--- src/rtl/io_pkg.sv ---
// Shared constants for the core-to-UART I/O buffer.
package io_pkg;

    // Default log2 depth of each FIFO (16 entries).
    localparam int IO_DEPTH_LOG2_DEFAULT = 4;

    // Width of a transferred byte.
    localparam int IO_BYTE_W = 8;

    // Core data word width.
    localparam int IO_WORD_W = 32;

    // Zero-extend a byte to a core word.
    function automatic logic [IO_WORD_W-1:0] io_zext(input logic [IO_BYTE_W-1:0] b);
        return {{(IO_WORD_W-IO_BYTE_W){1'b0}}, b};
    endfunction

endpackage

--- src/rtl/sync_fifo.sv ---
// Single-clock FIFO with register-array storage and a combinational head read.
// Flags derive from the registered count, so a full FIFO refuses a push even
// when a pop happens in the same cycle. The head reads as zero while empty.
module sync_fifo #(
    parameter int WIDTH      = 8,
    parameter int DEPTH_LOG2 = 4
) (
    input  logic                  clk,
    input  logic                  rst,
    input  logic                  push,
    input  logic                  pop,
    input  logic [WIDTH-1:0]      din,
    output logic [WIDTH-1:0]      dout,
    output logic                  full,
    output logic                  empty,
    output logic [DEPTH_LOG2:0]   count
);

    localparam int DEPTH = 1 << DEPTH_LOG2;
    localparam logic [DEPTH_LOG2:0] DEPTH_CNT = DEPTH[DEPTH_LOG2:0];

    logic [WIDTH-1:0]      mem [DEPTH];
    logic [DEPTH_LOG2-1:0] wr_ptr;
    logic [DEPTH_LOG2-1:0] rd_ptr;
    logic                  do_push;
    logic                  do_pop;

    assign full    = (count == DEPTH_CNT);
    assign empty   = (count == '0);
    assign do_push = push & ~full;
    assign do_pop  = pop & ~empty;
    assign dout    = empty ? '0 : mem[rd_ptr];

    // Storage write; data array needs no reset since empty masks the head.
    always_ff @(posedge clk) begin
        if (do_push) begin
            mem[wr_ptr] <= din;
        end
    end

    // Pointer and occupancy bookkeeping; reset empties the FIFO at once.
    always_ff @(posedge clk or negedge rst) begin
        if (!rst) begin
            wr_ptr <= '0;
            rd_ptr <= '0;
            count  <= '0;
        end else begin
            if (do_push) begin
                wr_ptr <= wr_ptr + 1'b1;
            end
            if (do_pop) begin
                rd_ptr <= rd_ptr + 1'b1;
            end
            case ({do_push, do_pop})
                2'b10:   count <= count + 1'b1;
                2'b01:   count <= count - 1'b1;
                default: count <= count;
            endcase
        end
    end

endmodule

--- src/rtl/io_buffer.sv ---
// Byte buffer between the core's I/O port and the UART byte engine.
// TX FIFO collects output bytes for the UART, RX FIFO holds received bytes
// for the core; stalls tell the core to hold its I/O instruction.
module io_buffer
    import io_pkg::*;
#(
    parameter int DEPTH_LOG2 = IO_DEPTH_LOG2_DEFAULT
) (
    input  logic                  clk,
    input  logic                  rst,
    input  logic                  out_issued,
    input  logic [31:0]           out_data,
    output logic                  out_stall,
    input  logic                  in_issued,
    output logic [31:0]           in_data,
    output logic                  in_stall,
    output logic [7:0]            tx_data,
    output logic                  tx_valid,
    input  logic                  tx_ready,
    input  logic [7:0]            rx_data,
    input  logic                  rx_valid,
    output logic                  rx_overflow,
    output logic [DEPTH_LOG2:0]   tx_count,
    output logic [DEPTH_LOG2:0]   rx_count
);

    logic                 tx_full;
    logic                 tx_empty;
    logic                 rx_full;
    logic                 rx_empty;
    logic [IO_BYTE_W-1:0] rx_head;

    // Only the low byte of an output word is transmitted.
    logic unused_out_hi;
    assign unused_out_hi = ^out_data[31:8];

    assign out_stall = out_issued & tx_full;
    assign tx_valid  = ~tx_empty;
    assign in_stall  = in_issued & rx_empty;
    assign in_data   = io_zext(rx_head);

    sync_fifo #(
        .WIDTH      (IO_BYTE_W),
        .DEPTH_LOG2 (DEPTH_LOG2)
    ) u_tx_fifo (
        .clk   (clk),
        .rst   (rst),
        .push  (out_issued & ~tx_full),
        .pop   (tx_valid & tx_ready),
        .din   (out_data[7:0]),
        .dout  (tx_data),
        .full  (tx_full),
        .empty (tx_empty),
        .count (tx_count)
    );

    sync_fifo #(
        .WIDTH      (IO_BYTE_W),
        .DEPTH_LOG2 (DEPTH_LOG2)
    ) u_rx_fifo (
        .clk   (clk),
        .rst   (rst),
        .push  (rx_valid & ~rx_full),
        .pop   (in_issued & ~rx_empty),
        .din   (rx_data),
        .dout  (rx_head),
        .full  (rx_full),
        .empty (rx_empty),
        .count (rx_count)
    );

    // Sticky overflow: a byte arriving while RX is full is lost.
    always_ff @(posedge clk or negedge rst) begin
        if (!rst) begin
            rx_overflow <= 1'b0;
        end else if (rx_valid & rx_full) begin
            rx_overflow <= 1'b1;
        end
    end

endmodule

--- config.mk ---
export PLATFORM = sky130hd
export DESIGN_NAME = io_buffer
export DESIGN_NICKNAME = d
export VERILOG_FILES = /design/src/rtl/io_pkg.sv /design/src/rtl/sync_fifo.sv /design/src/rtl/io_buffer.sv
export SDC_FILE = /design/constraint.sdc
export NUM_CORES = 1
export LEC_CHECK = 0
export ABC_AREA = 0
export CAP_MARGIN = 20
export CORE_ASPECT_RATIO = 0.6
export CORE_MARGIN = 2
export CORE_UTILIZATION = 40
export CTS_CLUSTER_DIAMETER = 100
export DETAILED_ROUTE_END_ITERATION = 10
export GPL_TIMING_DRIVEN = 1
export PLACE_DENSITY = 0.69
export SLEW_MARGIN = 40
export SYNTH_ARGS = -nofsm -noshare
export SYNTH_HDL_FRONTEND = slang
export SYNTH_SLANG_ARGS = --single-unit
--- constraint.sdc ---
create_clock -name clk -period 8.7 [get_ports clk]
set_clock_uncertainty 0.05 [all_clocks]
set_input_delay 0.87 -clock clk [delete_from_list [all_inputs] [get_ports clk]]
set_output_delay 0.87 -clock clk [all_outputs]
set_load 0.1 [all_outputs]
==> metrics <==
switching share of power=a little over two fifths; antenna violations before repair=0; routed len/inst=slightly above 20 um; Pre-Repair DR Iteration Count=5; max_cap viols=0; Main synth FF type=edfxtp_1; H-tree levels=1; register area=roughly 0.0084 mm^2; grt ovf=0; GRT Max-Usage Layer=met1; DRT antenna net count=0; Sw Pwr=about 2.1 mW; setup_tns=0 ns; core area=0.02907 mm^2; Area Growth Syn to Fin=12.63%; worst skew pair latency=roughly 0.53 ns; GR Util met3=between 2 and 3%; Clk network pwr share=a little over a fifth; FILL cells=2,467; IO Count=100; most common cell after layout, fill and taps aside=edfxtp_1; most frequent cells in the layout=256 x edfxtp_1, 47 x mux4_2, 30 x buf_2; nets@finish=about 760; Final setup viols=0; first-pass GRT wire length=34,390 um; Num CTS Buffers=26; min Tclk post-route=roughly 3.9 ns; drt drc=0; worst vdd rail ir drop=about 0.32 mV; Slew Limit Fails=0; synthesized area per cell=roughly 19 um^2; TritonCTS clock tree=yes; Mapped Cells=about 650; Total GRT Usage=roughly 15%; #FFs+latches synth=roughly 280; type of the worst setup path=reg -> out; critical path arrival=between 2 and 3 ns; site row count=48; final HPWL from detailed placement=between 15,000 and 20,000 um; Sink Count=about 280; area occupied by multi-input gates=~0.0033 mm^2; sequential area share after synthesis=approximately 70%; WL final=between 20,000 and 25,000 um; Hold WS=between 0.4 and 0.5 ns; count of placed standard cells including taps=~1,100; Async SR Flop Fraction=under 10%; final worst setup slack=roughly 4.8 ns; CP required=about 7.8 ns; Critical Path Sink Type=primary output; vias per cell=slightly above 5; fin crit share=44.27%; met2 GRT Util=about a fifth; crit path max fanout=34; root buf cell=clkbuf_16; Post-synth EDFFs=256; Worst-Margin Slew=a little under 0.7 ns; RSZ-0062 raised after global routing=no; Final Hold Viols=0; Post-Place Setup Slack=5.091 ns; Hold Crit Class=reg -> reg; die height=between 100 and 150 um; combinational share of power=around two fifths; M1 GR Usage=24.71%; total number of vias=5,800; share of post-route cells with drive strength above 1=about a quarter; Post-CTS Setup Bufs=0; status=finished clean; CP Launch Type=register; post-synth cell types=51; YS warnings=0; DIE AREA=about 0.031 mm^2; Max clock buf depth=3; register share of total power=approximately 37%; post_cts resized=0; vias in the first global route=5,781; non-filler cells in the finished layout=1,117; pin count of the biggest net entering global routing=36; gpl congestion=0.7314; clock-pin slew on the worst setup and hold paths=about 0.060 ns; relative slew slack=55.06%; Die X=approximately 230 um; Hold Buf Count CTS=0; Power Internal=2.908 mW; Fmax=between 0.2 and 0.3 GHz; Post-Synthesis Cell Area=0.01195 mm^2; Power Dens Cells=372.4 mW/mm^2; ANT cells=0; Leak Pwr=between 4 and 5 nW; DRT iter0 DRCs=510; Port Buffer Count=just over 50; Initial Util=approximately 41%
==> critical path, cell delays in order (launching register included) <==
cell,delay (ns)
dfrtp_1,0.34
buf_4,0.46
mux4_1,0.66
mux2_2,0.30
o21ai_1,0.12
a21oi_1,0.11
buf_2,0.37
==> power groups by stage <==
stage	combinational (mW)	sequential, mW	clock (mW)
3_3_place_gp	2.16	1.86	0
6_report	2.08	1.85	1.09
5_1_grt	2.19	1.87	1.17
3_5_place_dp	2.09	1.87	0
2_1_floorplan	1.66	1.94	0
4_1_cts	2.10	1.84	1.12
==> final cells by class <==
cell class	instances	share of cell area [%]
flip-flops and latches	283	62.12
multi-input cells	313	24.53
clock buffers	31	4.972
well taps	400	3.717
repair buffers	62	3.290
clock inverters	17	1.059
inverters	11	0.3067
==> per-stage QoR <==
stage | utilization (%) | cell area [um^2] | total power, mW
floorplan | - | 12040 | 3.604
global placement | 43.75 | 12720 | 4.015
detailed placement | 43.47 | 12640 | 3.965
CTS | 46.27 | 13450 | 5.063
global route | 46.32 | 13460 | 5.238
finish | 46.32 | 13460 | 5.014
==> per-layer routing <==
layer  vias up  part of all wire, %
met1      3025                   54
met4         0                  1.7
met2       130                   40
met5         -                    0
met3        24                  4.4
li1       2621                    -
==> registers in the layout (all words and copies together) (netlist names) <==
| signal | cells |
|---|---|
| u_tx_fifo.count | 5 |
| u_rx_fifo.rd_ptr | 4 |
| u_rx_fifo.wr_ptr | 4 |
| u_tx_fifo.rd_ptr | 4 |
| u_rx_fifo.count | 5 |
| u_tx_fifo.wr_ptr | 4 |
| u_tx_fifo.mem | 128 |
| rx_overflow | 1 |
| u_rx_fifo.mem | 128 |
==> cells by family (layout without fill, tap and decap cells) <==
logic type / count (synthesis) / in the layout / synth area share, %
xor+xnor: 20 / 20 / 1.465
simple gates: 92 / 92 / 3.862
compound gates: 59 / 59 / 2.973
flops: 283 / 283 / 69.96
other cells: 1 / 24 / 0.03137
fa+ha+maj: 18 / 18 / 1.884
buf+inv: 72 / 121 / 4.009
mux: 100 / 100 / 15.82
==> worst paths after layout <==
check	from	endpoint	cells after the start	slack (ns)
max reg2reg	u_rx_fifo.count[1]$_DFFE_PN0P_	u_rx_fifo.count[4]$_DFFE_PN0P_	11	5.17
min reg2reg	rx_overflow$_DFFE_PN0P_	rx_overflow$_DFFE_PN0P_	1	0.42
min in group asynchronous	rst	u_rx_fifo.count[3]$_DFFE_PN0P_	2	0.68
max in group asynchronous	rst	u_tx_fifo.rd_ptr[0]$_DFFE_PN0P_	2	7.59
max	u_rx_fifo.rd_ptr[1]$_DFFE_PN0P_	in_data[5]	6	4.85
min	rx_overflow$_DFFE_PN0P_	rx_overflow$_DFFE_PN0P_	1	0.42
==> cell usage after synthesis (6+ instances only) <==
library cell,count,area (um^2)
edfxtp_1,256,7687
mux2_2,20,225.2
mux4_2,47,1059
buf_2,10,50.05
buf_4,32,240.2
mux4_1,17,446.7
nor2_1,30,112.6
a21oi_1,19,95.09
xnor2_1,16,140.1
dfrtp_1,27,675.7
nand2_1,21,78.83
clkbuf_1,8,30.03
inv_1,11,41.29
nand3_1,6,30.03
o21ai_0,15,75.07
ha_1,18,225.2
nand2b_1,7,43.79
mux2i_1,16,160.2
o21ai_1,8,40.04
nor3_1,8,40.04
Power figures use the tool's default switching activity.
